File: src/rtl/hazard_pkg.sv
// Shared types and constants for the pipeline hazard/stall controller.
package hazard_pkg;

  typedef enum logic [1:0] {
    IDLE = 2'd0,
    BUSY = 2'd1,
    DONE = 2'd2
  } div_state_e;

  localparam int STG_F  = 0;
  localparam int STG_D  = 1;
  localparam int STG_E  = 2;
  localparam int STG_M  = 3;
  localparam int STG_W  = 4;
  localparam int NSTAGE = 5;

endpackage

File: src/rtl/div_stall_fsm.sv
// Multi-cycle divider stall sequencer: start pulse, stall window, done cycle.
// An exception in M kills any divide in flight and releases the stall at once.
module div_stall_fsm
  import hazard_pkg::*;
#(
  parameter int DIV_CYCLES = 34
) (
  input  logic clk,
  input  logic resetn,
  input  logic i_div_req,
  input  logic i_exception,
  output logic o_div_start,
  output logic o_div_done,
  output logic o_div_stall
);

  // Counter must hold DIV_CYCLES-1; +1 keeps width >= 1 when DIV_CYCLES == 1.
  localparam int CW = $clog2(DIV_CYCLES + 1);

  div_state_e    r_state, w_state_nxt;
  logic [CW-1:0] r_cnt, w_cnt_nxt;

  // State and countdown registers.
  always_ff @(posedge clk or negedge resetn) begin
    if (!resetn) begin
      r_state <= IDLE;
      r_cnt   <= '0;
    end else begin
      r_state <= w_state_nxt;
      r_cnt   <= w_cnt_nxt;
    end
  end

  // Next state and outputs. The start cycle itself counts as the first stall
  // cycle, so BUSY covers the remaining DIV_CYCLES-1 cycles.
  always_comb begin
    w_state_nxt = r_state;
    w_cnt_nxt   = r_cnt;
    o_div_start = 1'b0;
    o_div_done  = 1'b0;
    o_div_stall = 1'b0;
    case (r_state)
      IDLE: begin
        if (i_div_req && !i_exception) begin
          o_div_start = 1'b1;
          o_div_stall = 1'b1;
          w_cnt_nxt   = CW'(DIV_CYCLES - 1);
          w_state_nxt = (DIV_CYCLES == 1) ? DONE : BUSY;
        end
      end
      BUSY: begin
        o_div_stall = 1'b1;
        w_cnt_nxt   = r_cnt - CW'(1);
        if (r_cnt == CW'(1)) w_state_nxt = DONE;
      end
      DONE: begin
        o_div_done  = 1'b1;
        w_state_nxt = IDLE;
      end
      default: w_state_nxt = IDLE;
    endcase
    if (i_exception) begin
      o_div_stall = 1'b0;
      w_state_nxt = IDLE;
      w_cnt_nxt   = '0;
    end
  end

endmodule

File: src/rtl/hazard_ctrl.sv
// Hazard and stall controller: load-use detection across all issue slots,
// divider stall sequencing, prioritised flushes and saturating perf counters.
module hazard_ctrl
  import hazard_pkg::*;
#(
  parameter int NISSUE     = 2,
  parameter int RADDR_W    = 5,
  parameter int DIV_CYCLES = 34,
  parameter int CNT_W      = 32
) (
  input  logic                      clk,
  input  logic                      resetn,
  input  logic [NISSUE*RADDR_W-1:0] D_rs,
  input  logic [NISSUE*RADDR_W-1:0] D_rt,
  input  logic [NISSUE-1:0]         E_memtoReg,
  input  logic [NISSUE-1:0]         M_memtoReg,
  input  logic [NISSUE*RADDR_W-1:0] E_reg_waddr,
  input  logic [NISSUE*RADDR_W-1:0] M_reg_waddr,
  input  logic                      E_branch_taken,
  input  logic                      E_div_req,
  input  logic                      M_exception,
  output logic [NSTAGE-1:0]         stage_ena,
  output logic [NSTAGE-1:0]         stage_flush,
  output logic                      div_start,
  output logic                      div_done,
  output logic [CNT_W-1:0]          stall_cycles,
  output logic [CNT_W-1:0]          flush_events
);

  logic w_lwstall, w_lwstall_eff, w_div_stall;
  logic [CNT_W-1:0] r_stall_cycles, r_flush_events;

  // A source hits when it is non-zero and matches a load destination in E or M.
  function automatic logic f_src_hit(input logic [RADDR_W-1:0] s, input int j);
    logic hit;
    hit = (E_memtoReg[j] && (s == E_reg_waddr[j*RADDR_W +: RADDR_W])) ||
          (M_memtoReg[j] && (s == M_reg_waddr[j*RADDR_W +: RADDR_W]));
    return (s != '0) && hit;
  endfunction

  div_stall_fsm #(.DIV_CYCLES(DIV_CYCLES)) u_div (
    .clk         (clk),
    .resetn      (resetn),
    .i_div_req   (E_div_req),
    .i_exception (M_exception),
    .o_div_start (div_start),
    .o_div_done  (div_done),
    .o_div_stall (w_div_stall)
  );

  // Load-use compare of every D source against every E/M producer slot.
  always_comb begin
    w_lwstall = 1'b0;
    for (int i = 0; i < NISSUE; i++) begin
      for (int j = 0; j < NISSUE; j++) begin
        if (f_src_hit(D_rs[i*RADDR_W +: RADDR_W], j) ||
            f_src_hit(D_rt[i*RADDR_W +: RADDR_W], j))
          w_lwstall = 1'b1;
      end
    end
  end

  // A taken branch or exception discards the dependent instruction anyway.
  assign w_lwstall_eff = w_lwstall && !E_branch_taken && !M_exception;

  // Enables and flushes; exception > branch > load-use bubble. While the
  // divider stalls, branch and bubble flushes wait for the release cycle.
  always_comb begin
    stage_ena          = '1;
    stage_ena[STG_F]   = !(w_lwstall_eff || w_div_stall);
    stage_ena[STG_D]   = !(w_lwstall_eff || w_div_stall);
    stage_ena[STG_E]   = !w_div_stall;
    stage_ena[STG_M]   = !w_div_stall;
    stage_flush        = '0;
    if (M_exception) begin
      stage_flush[STG_F] = 1'b1;
      stage_flush[STG_D] = 1'b1;
      stage_flush[STG_E] = 1'b1;
      stage_flush[STG_M] = 1'b1;
    end else if (E_branch_taken && !w_div_stall) begin
      stage_flush[STG_D] = 1'b1;
      stage_flush[STG_E] = 1'b1;
    end else if (w_lwstall_eff && !w_div_stall) begin
      stage_flush[STG_E] = 1'b1;
    end
  end

  // Saturating performance counters.
  always_ff @(posedge clk or negedge resetn) begin
    if (!resetn) begin
      r_stall_cycles <= '0;
      r_flush_events <= '0;
    end else begin
      if (!stage_ena[STG_F] && (r_stall_cycles != '1))
        r_stall_cycles <= r_stall_cycles + CNT_W'(1);
      if (M_exception && (r_flush_events != '1))
        r_flush_events <= r_flush_events + CNT_W'(1);
    end
  end

  assign stall_cycles = r_stall_cycles;
  assign flush_events = r_flush_events;

endmodule

File: config.mk
export PLATFORM = sky130hd
export DESIGN_NAME = hazard_ctrl
export DESIGN_NICKNAME = d
export VERILOG_FILES = /design/src/rtl/hazard_pkg.sv /design/src/rtl/div_stall_fsm.sv /design/src/rtl/hazard_ctrl.sv
export SDC_FILE = /design/constraint.sdc
export NUM_CORES = 1
export LEC_CHECK = 0
export BUFFER_PORTS_ARGS = -buffer_cell sky130_fd_sc_hd__buf_2
export CORE_ASPECT_RATIO = 0.9
export CORE_MARGIN = 8
export CORE_UTILIZATION = 40
export CTS_CLUSTER_DIAMETER = 200
export DETAILED_ROUTE_END_ITERATION = 6
export PLACE_DENSITY = 0.7
export SYNTH_ARGS = -nofsm -noshare
export SYNTH_HDL_FRONTEND = slang
export SYNTH_HIERARCHICAL = 1
export SYNTH_SLANG_ARGS = --single-unit
File: constraint.sdc
create_clock -name clk -period 4.44 [get_ports clk]
set_input_delay 0.666 -clock clk [delete_from_list [all_inputs] [get_ports clk]]
set_output_delay 0.666 -clock clk [all_outputs]
set_load 0.02 [all_outputs]
# [Word level (Yosys, flattened, before mapping)]
# Index checks and enable logic that the tools add are counted.
[totals] ff_bits=72 latch_bits=0 mem_bits_rw=0 romBits=0 in_bits=49 out_inout_bits=76 word_cells=107 memories=0
[classes] add_sub_neg=3 mul=0 div_mod_pow=0 magnitude_cmp=0 n_eq_ne=23 n_shift=0 mux=21 bitwise_logic=0 reduce_logical=56
[op_table] op="$eq A5 B5 Y1" count=16
[op_table] op="$add A32 B1 Y32 const B" count=2
[op_table] op="$ne A32 B32 Y1 const B" count=2
[op_table] op="$logic_and A1 B1 Y1" count=31
[op_table] op="$reduce_bool A5 Y1" count=4
[op_table] op="$logic_or A1 B1 Y1" count=13
[op_table] op="$mux W1" count=12
[op_table] op="$mux W6" count=2
[op_table] op="$pmux W6 S2" count=1
[op_table] op="$mux W2" count=4
[op_table] op="$eq A6 B1 Y1 const B" count=1
[op_table] op="$ne A3 B2 Y1 const B" count=2
[op_table] op="$sub A6 B1 Y6 const B" count=1
[op_table] op="$logic_not A1 Y1" count=4
[op_table] op="$pmux W2 S2" count=1
[op_table] op="$reduce_and A2 Y1" count=2
[op_table] op="$reduce_bool A3 Y1" count=1
[op_table] op="$eq A2 B1 Y1 const B" count=1
[op_table] op="$eq A2 B2 Y1 const B" count=1
[op_table] op="$logic_not A2 Y1" count=1
[op_table] op="$pmux W1 S2" count=1

# [Depth between registers and ports, before layout]
# Gate-level depths: netlist (run 1).
[depth] depth_word=15 ltp_mapped=11 ltp_nobuf=9

# [Cells and area by module]
# The synthesis (run 1) kept the hierarchy.
[modules_own_cells] module="hazard_ctrl" instances=1 cells_each=420 area_each_um2=4041.4 seq_area_each_um2=1601.5
[modules_own_cells] module="div_stall_fsm" instances=1 cells_each=47 area_each_um2=465.4 seq_area_each_um2=200.2

# [Worst setup path after synthesis (run 1)]
# OpenSTA, ideal clock, no wires.
[synth_path] path_kind="in2out" start="input D_rs[2]" end="output stage_ena[1]" arrival_time_ps=2239 required_time_ps=3774 slack_ps=1535 path_stages=10 path_buffers=2 path_cell_list="clkbuf_1 -> xor2_1 -> nor4_1 -> nand3_1 -> nand4_1 -> a22o_1 -> o21ai_1 -> nand2_1 -> inv_1 -> buf_4"
[synth_between] elab_chain_cells=13 word_cells_on_any_way=23 cone_classes="eq/ne: 4; mux: 4; reduce/logical: 15"
[synth_rtl] element="from (decl)" line="hazard_ctrl.sv:13" text="input logic [NISSUE*RADDR_W-1:0] D_rs,"
[synth_rtl] element="$eq A5 B5 Y1, on equally long branches" line="hazard_ctrl.sv:36, hazard_ctrl.sv:37"
[synth_rtl] element="$logic_and A1 B1 Y1, on equally long branches" line="hazard_ctrl.sv:36, hazard_ctrl.sv:37"
[synth_rtl] element="$logic_or A1 B1 Y1" line="hazard_ctrl.sv:36" text="hit = (E_memtoReg[j] && (s == E_reg_waddr[j*RADDR_W +: RADDR_W])) ||"
[synth_rtl] element="$logic_and A1 B1 Y1" line="hazard_ctrl.sv:38" text="return (s != '0) && hit;"
[synth_rtl] element="$logic_or A1 B1 Y1" line="hazard_ctrl.sv:56" text="if (f_src_hit(D_rs[i*RADDR_W +: RADDR_W], j) ||"
[synth_rtl] element="$mux W1" line="hazard_ctrl.sv:56"
[synth_rtl] element="$mux W1 * (3 in a row)" line="hazard_ctrl.sv:56"
[synth_rtl] element="$logic_and A1 B1 Y1 * (2 in a row)" line="hazard_ctrl.sv:64" text="assign w_lwstall_eff = w_lwstall && !E_branch_taken && !M_exception;"
[synth_rtl] element="$logic_or A1 B1 Y1 *"
[synth_rtl] element="$logic_not A1 Y1 *"
[synth_rtl] element="to (decl)" line="hazard_ctrl.sv:22" text="output logic [NSTAGE-1:0] stage_ena,"
# Mark *: on every way between the ends. The rest lies on a longest branch, timed or not.

# [Worst setup path in the final report (run 1)]
[layout_path] start="input M_reg_waddr[9]" end="output stage_ena[1]"
[layout_between] elab_chain_cells=12 word_cells_on_any_way=25 cone_classes="eq/ne: 4; mux: 3; reduce/logical: 18"
[layout_rtl] element="from (decl)" line="hazard_ctrl.sv:18" text="input logic [NISSUE*RADDR_W-1:0] M_reg_waddr,"
[layout_rtl] element="$eq A5 B5 Y1" line="hazard_ctrl.sv:37" text="(M_memtoReg[j] && (s == M_reg_waddr[j*RADDR_W +: RADDR_W]));"
[layout_rtl] element="$logic_and A1 B1 Y1" line="hazard_ctrl.sv:37"
[layout_rtl] element="$logic_or A1 B1 Y1" line="hazard_ctrl.sv:36"
[layout_rtl] element="$logic_and A1 B1 Y1" line="hazard_ctrl.sv:38"
[layout_rtl] element="$logic_or A1 B1 Y1" line="hazard_ctrl.sv:56"
[layout_rtl] element="$mux W1 (2 in a row)" line="hazard_ctrl.sv:56"
[layout_rtl] element="$mux W1 *" line="hazard_ctrl.sv:56"
[layout_rtl] element="$logic_and A1 B1 Y1 * (2 in a row)" line="hazard_ctrl.sv:64"
[layout_rtl] element="$logic_or A1 B1 Y1 *" line="hazard_ctrl.sv:71" text="stage_ena[STG_D] = !(w_lwstall_eff || w_div_stall);"
[layout_rtl] element="$logic_not A1 Y1 *" line="hazard_ctrl.sv:71"
# Marks and branches as above.

==> results of run 1 <==
logic make-up (layout without fill, tap and decap cells):
logic type      count (synthesis)  count (layout)  share of synthesized area
simple gates                  188             188                      0.232
xor+xnor                      143             143                      0.278
flops                          72              72                      0.400
buf+inv                        38             146                     0.0386
compound gates                 18              18                     0.0339
fa+ha+maj                       4               4                     0.0111
other cells                     2               2                    0.00167
mux                             2               2                    0.00500
how the worst max path moves through the flow:
stage,startpoint,to,slack [ns]
detailed placement,M_reg_waddr[4],stall_cycles[29],1.43
global route,M_reg_waddr[4],stage_ena[1],1.30
CTS,M_reg_waddr[9],stage_ena[1],1.48
global placement,M_reg_waddr[9],stage_ena[1],1.40
floorplan,D_rs[2],stage_ena[1],1.53
finish,M_reg_waddr[9],stage_ena[1],1.48
registers in the layout, indices dropped and copies added, names as in the netlist:
signal / flops
stall_cycles: 32
flush_events: 32
u_div/r_state: 2
u_div/r_cnt: 6
area by class of cell:
cell class / instances / area (µm²)
flip-flops and latches: 72 / 1800
clock inverters: 4 / 76.3
well taps: 152 / 190
multi-input cells: 357 / 2530
fillers: 1012 / 5400
repair buffers: 123 / 618
clock buffers: 12 / 256
inverters: 7 / 26.3
routing by layer:
metal | part of all wire | vias up
met5 | 0 | -
met4 | 0.014 | 0
met3 | 0.088 | 19
met2 | 0.46 | 112
met1 | 0.43 | 1795
li1 | - | 1798
cells in the mapped netlist, types with 2 or more instances:
library cell / number
nor4_1: 18
xnor2_1: 70
nand4_1: 23
buf_2: 7
nand2_1: 30
conb_1: 2
dfrtp_1: 72
nor3b_1: 2
a22o_1: 2
nand4b_1: 2
nor2_1: 17
clkbuf_1: 18
mux2_2: 2
nand3_1: 38
nor2b_1: 3
xor2_1: 73
and3_1: 22
nor3_1: 13
a21oi_1: 2
and2_1: 6
buf_4: 6
o21ai_0: 2
inv_1: 7
and4_1: 5
ha_1: 4
o2bb2ai_1: 2
metrics by stage:
stage	setup WS (ns)	std cells
final	1.48	727
after global routing	1.30	727
after CTS	1.48	727
after detailed placement	1.43	711
after global placement	1.40	711
after floorplan	1.53	467
worst max-delay path: stages:
cell and delay, ns:
buf_2 0.19, xor2_1 0.20, nor4_1 0.07, nand3_1 0.09, nand4_1 0.10, a22o_1 0.24
o21ai_1 0.26, nand2_1 0.18, inv_1 0.11, buf_2 0.17
where the power goes:
group / internal, mW / leakage [nW] / switching (mW)
Sequential: 0.722 / 0.978 / 0.0755
Combinational: 0.183 / 1.51 / 0.295
Clock: 0.523 / 0.159 / 0.263
==> flow_summary.toml, run 1 <==
[status]
status = "finished clean"

[timing]
rsz0062_at_grt = "no"
max_clock_freq_mhz = 338
slew_headroom = 0.476
finalHoldViolations = 0
period_needed_ns = 2.96
slew_viol_final = 0
final.setup.tns_ns = 0
holdWs_ns = 0.424
skew_ns = 0.00649
min_period_over_period = 0.667
setup_violations = 0
worst_pin_slew_ns = 0.786

[setup_path]
regToRegSetupSlack_ns = 1.87
crit_fanout = 5
reg2reg_from = "stall_cycles[0]"
cp-end-kind = "output port"
worstReg2RegEnd = "stall_cycles[29]"
cp-start-kind = "input port"
cp_data_required_time_ns = 3.77
crit_type = "input port to output port"
r2r_cells = 9
arrival_ns = 2.30

[finish]
layout_commonest_cell = "buf_2"
final_core_util = 0.505
drive_above_1_share = 0.257
diodes = 0
nNetsFinal = 623
layout_common_cells = "122 x buf_2, 73 x xor2_1, 72 x dfrtp_1"
final_area_um2 = 5500
area_growth_pct = 22.0

[clocking]
cts_resized = 0
clockBufferDepth = 2
cts-htree-levels = 3
clock_sinks = 72
cts.clk_slew.worst_paths_ns = 0.05
cts_root_buf = "clkbuf_16"
postCtsSetupRepairBufs = 0
cts_tree = "yes"
clock_latency_ns = 0.33
ctsHoldBuffers = 0
cts_buffers = 9

[power]
leakage_nw = 2.65
power_density_nw_per_um2 = 375
total_power_mw = 2.06
ir_drop_v = 0.000330

[synthesis]
synth_enable_flop_cells = 0
synth_fp_nets = 520
synth_top_cell_by_area = "dfrtp_1"
synth-seq-area-share = 0.400
synth-async-reset-ratio = 1.00
ys_top_cells_by_area = "dfrtp_1 40%, xor2_1 14%, xnor2_1 14%"
avgSynthCellArea_um2 = 9.65
synth_top_area_share = 0.400
netlist_area_um2 = 4510
syn_inst = 467
synth_flop_cell = "dfrtp_1"
yosysUniqueCellTypes = 45
synth_warnings = 6
ys_ff_latch = 72

[place]
dp_hpwl_mm = 9.65
gp_congestion = 0.956
port_buffers = 122
placed_area_um2 = 5170

[global_routing]
first_global_vias = 3808
top_usage_layer = "met2"
met2_usage = 0.267
grt_max_degree = 38
grt_first_pass_wirelength_mm = 19.9
use_met1 = 0.214
grt_use_met3 = 0.0630
grt_remaining_overflow = 0
track_usage = 0.169
antenna_found_initial = 0

[route]
vias = 3724
drc = 0
wl_mm = 12.4
wire_per_inst_um = 17.1
routed_via_density = 5.12
drt_iter0_drc = 270
ant_nets = 0
drt_pre_antenna_iters = 4

[floorplanning]
row_count = 36
fp.dieH_um = 117
dieArea_um2 = 14900
ios = 125
start_util = 0.413
die_w_um = 128
core_um2 = 10900

[hold_path]
hold_path.class = "input port to asynchronous set/reset pin"

[flow_run]
maxCapViolations = 0
No activity file was read; power rests on OpenSTA's default activity.
==> run 2: changes to the inputs <==
PLACE_DENSITY = 0.72   (was 0.7)
clock period = 2.71 ns   (was 4.44 ns; I/O delays follow)
==> run 2 against run 1 <==
Net effect: critical path depth fell by 2; clock power up 60%; register-to-register slack lost 1.6 ns; largest power group unchanged; sequential power is 64% higher; non-clock buffer count increased by 3; combinational power up 68%; hold slack got worse by 0.29 ns; total power rose by 64%; setup slack got worse by 1.2 ns.
==> flow_summary.toml, run 2 (synthesis results as in run 1) <==
[timing]
setup_violations = 0
slew_viol_final = 0
worst_slack_ns = 0.279
period_needed_ns = 2.43
max_clock_freq_mhz = 411
holdWs_ns = 0.132
finalHoldViolations = 0
final.setup.tns_ns = 0
slew_headroom = 0.511
rsz0062_at_grt = "no"
min_period_over_period = 0.897
worst_pin_slew_ns = 0.733
skew_ns = 0.00731

[power]
power_density_nw_per_um2 = 609
ir_drop_v = 0.000494
leakage_nw = 2.66
total_power_mw = 3.37

[route]
wire_per_inst_um = 16.8
drt_pre_antenna_iters = 4
ant_nets = 0
drc = 0
routed_via_density = 5.08
drt_iter0_drc = 198
wl_mm = 12.2
vias = 3707

[finish]
drive_above_1_share = 0.263
multiInputGateArea_um2 = 2530
final_core_util = 0.508
layout_common_cells = "122 x buf_2, 73 x xor2_1, 72 x dfrtp_1"
seq_area_um2 = 1800
final_area_um2 = 5540
layout_commonest_cell = "buf_2"
final_cells = 730
nNetsFinal = 626
area_growth_pct = 22.8
diodes = 0
fill_cells = 1044

[setup_path]
regToRegSetupSlack_ns = 0.28
crit_type = "flop to flop"
cp-start-kind = "flop"
cp_data_required_time_ns = 2.93
startpoint = "flush_events[2]"
r2r_cells = 8
reg2reg_from = "flush_events[2]"
crit_fanout = 8
cp-end-kind = "flop"
worstReg2RegEnd = "flush_events[18]"
arrival_ns = 2.65

[global_routing]
first_global_vias = 3856
grt_remaining_overflow = 0
grt_first_pass_wirelength_mm = 19.9
track_usage = 0.169
grt_max_degree = 41
antenna_found_initial = 0

[clocking]
ctsHoldBuffers = 0
clock_sinks = 72
clockBufferDepth = 2
clock_latency_ns = 0.34
cts_resized = 0
cts_tree = "yes"
cts.clk_slew.worst_paths_ns = 0.06
cts_root_buf = "clkbuf_16"
postCtsSetupRepairBufs = 0
cts-htree-levels = 3
cts_buffers = 9

[place]
dp_cells = 714
placed_area_um2 = 5220
port_buffers = 122
dp_hpwl_mm = 9.58
dp_slack_ns = 0.244
gp_congestion = 0.979

[floorplanning]
fp.dieH_um = 117
dieArea_um2 = 14900
start_util = 0.413
core_um2 = 10900
ios = 125
row_count = 36
die_w_um = 128

[hold_path]
hold_path.class = "input port to asynchronous set/reset pin"

[status]
status = "finished clean"

[flow_run]
maxCapViolations = 0
run 2: area by class of cell:
class / instances / share of cell area
clock buffer: 9 / 0.0407
clock inverter: 7 / 0.0174
inverter: 7 / 0.00475
multi-input combinational: 357 / 0.457
sequential: 72 / 0.325
tap: 152 / 0.0344
timing repair buffer: 126 / 0.120
run 2: how the worst max path moves through the flow:
| stage | slack, ns | cells past startpoint | endpoint |
|---|---|---|---|
| finish | 0.28 | 8 | flush_events[18] |
| CTS | 0.21 | 9 | flush_events[31] |
| global placement | 0.20 | 10 | stall_cycles[1] |
| floorplan | 0.32 | 10 | stage_ena[1] |
| global route | 0.06 | 9 | flush_events[8] |
| detailed placement | 0.24 | 9 | flush_events[8] |
run 2: layer usage:
layer | vias to the layer above | wire [µm] | global-route usage | part of all wire
li1 | 1812 | - | - | -
met1 | 1777 | 5280 | 0.214 | 0.43
met2 | 110 | 5880 | 0.275 | 0.48
met3 | 8 | 989 | 0.0539 | 0.081
met4 | 0 | 79 | 0.0380 | 0.0065
met5 | - | 0 | 0 | 0
run 2: power by group:
group	total, mW	switching, mW	internal, mW
sequential	1.31	0.124	1.18
combinational	0.804	0.489	0.315
clock	1.26	0.459	0.804
total	3.37	1.07	2.30
run 2: worst max-delay path: stages (launching register included):
cell,delay [ns]
dfrtp_1,0.43
and3_1,0.24
and4_1,0.26
and4_1,0.23
nand3_1,0.17
o31ai_4,0.12
nor3_1,0.53
nand3_1,0.18
xnor2_1,0.16
==> run 3: changes to the inputs <==
PLACE_DENSITY = 0.7   (was 0.72)
clock period = 2.7 ns   (was 2.71 ns; I/O delays follow)
==> run 3 against run 2 <==
Net effect: count of clock-buffer cells in the layout did not move; sequential share of layout area fell by 0.11 points; clock power rose by 8%; critical endpoint is now stage_ena[0]; largest cell class unchanged.
==> flow_summary.toml, run 3 (synthesis results as in run 1) <==
[status]
status = "finished clean"

[timing]
max_clock_freq_mhz = 394
period_needed_ns = 2.54
final.setup.tns_ns = 0
slew_viol_final = 0
worst_pin_slew_ns = 0.669
min_period_over_period = 0.940
holdWs_ns = 0.112
finalHoldViolations = 0
skew_ns = 0.00679
slew_headroom = 0.554
rsz0062_at_grt = "no"
setup_violations = 0

[clocking]
cts_root_buf = "clkbuf_16"
cts_buffers = 9
clock_sinks = 72
cts_resized = 0
clock_latency_ns = 0.33
ctsHoldBuffers = 0
cts.clk_slew.worst_paths_ns = 0.06
cts_tree = "yes"
clockBufferDepth = 2
postCtsSetupRepairBufs = 0
cts-htree-levels = 3

[floorplanning]
fp.dieH_um = 117
core_um2 = 10900
ios = 125
start_util = 0.413
row_count = 36
die_w_um = 128
dieArea_um2 = 14900

[place]
dp_hpwl_mm = 9.57
dp_cells = 714
gp_congestion = 0.968
port_buffers = 122

[finish]
area_growth_pct = 23.3
nNetsFinal = 626
diodes = 0
layout_commonest_cell = "buf_2"
final_cells = 730
layout_common_cells = "122 x buf_2, 72 x xor2_1, 72 x dfrtp_1"
drive_above_1_share = 0.265

[global_routing]
track_usage = 0.166
grt_remaining_overflow = 0
grt_first_pass_wirelength_mm = 19.7
first_global_vias = 3786
grt_max_degree = 46
antenna_found_initial = 0

[route]
wl_mm = 12.3
ant_nets = 0
drt_iter0_drc = 218
vias = 3784
wire_per_inst_um = 16.9
drc = 0
routed_via_density = 5.18
drt_pre_antenna_iters = 4

[setup_path]
cp-start-kind = "input port"
cp_slowest_cell = "nor4_1"
crit_type = "input port to output port"
crit_fanout = 5
max_stage_delay_ns = 0.34
cp_data_required_time_ns = 2.30
crit_top_cell = "buf_2"
critPathTopFamily = "simple AND/OR/NAND/NOR gates"
worst-path-buf-inv = 3
arrival_ns = 2.13
cp-end-kind = "output port"
path_cells = "buf_2, xor2_1, nor4_1, nand3_1, nand4_1, a22o_1, o21ai_1, nand2_1, inv_1, buf_2"

[power]
ir_drop_v = 0.000439
power.share.clock = 0.391
power.internal_mw = 2.40
p_comb_frac = 0.231
swShare = 0.311
seqPwrFrac = 0.378
power_density_nw_per_um2 = 628
power_switching_mw = 1.08
leakage_nw = 2.66

[flow_run]
maxCapViolations = 0

[hold_path]
hold_path.class = "input port to asynchronous set/reset pin"
[run 3: cell count changes in the layout (fill, tap and decap cells not counted), sizes merged]
cell      previous run  this run
clkinvlp             3         4
bufinv               2         3
clkinv               2         0
[run 3: area by class of cell]
type,count,area [µm²]
Timing Repair Buffer,126,653
Clock inverter,7,120
Fill cell,1029,5350
Multi-Input combinational cell,357,2540
Tap cell,152,190
Inverter,7,26.3
Sequential cell,72,1800
Clock buffer,9,225
[run 3: worst paths after layout]
kind,start,to,slack [ns],cells past startpoint
worst max-delay path,D_rt[7],stage_ena[0],0.16,10
worst min-delay path,resetn,stall_cycles[16],0.11,1
worst max register to register,flush_events[2],flush_events[8],0.22,9
worst min register to register,stall_cycles[22],stall_cycles[22],0.48,1
max in group asynchronous,resetn,flush_events[29],1.92,2
min in group clk,M_exception,u_div/r_cnt[1],0.44,2
[run 3: per-layer routing]
layer,wire length (µm),vias to the layer above,track usage,share of wire
met1,5480,1827,0.217,0.44
met5,0,-,0,0
li1,-,1804,-,-
met4,119,0,0.0348,0.0097
met3,1020,17,0.0534,0.083
met2,5700,136,0.262,0.46
[run 3: power by group through the flow]
stage	sequential, mW	clock (mW)	combinational, mW
2_1_floorplan	1.43	0	0.408
3_3_place_gp	1.33	0	0.787
3_5_place_dp	1.33	0	0.798
4_1_cts	1.32	1.39	0.812
5_1_grt	1.34	1.44	0.878
6_report	1.32	1.36	0.806
[run 3: metrics by stage]
stage	power, mW	area [µm²]	worst slack, ns	util
5_1_grt	3.66	5560	0.000808	0.510
3_5_place_dp	2.13	5200	0.161	0.477
6_report	3.49	5560	0.163	0.510
3_3_place_gp	2.11	5200	0.171	0.477
2_1_floorplan	1.83	4510	0.317	-
4_1_cts	3.52	5550	0.167	0.509
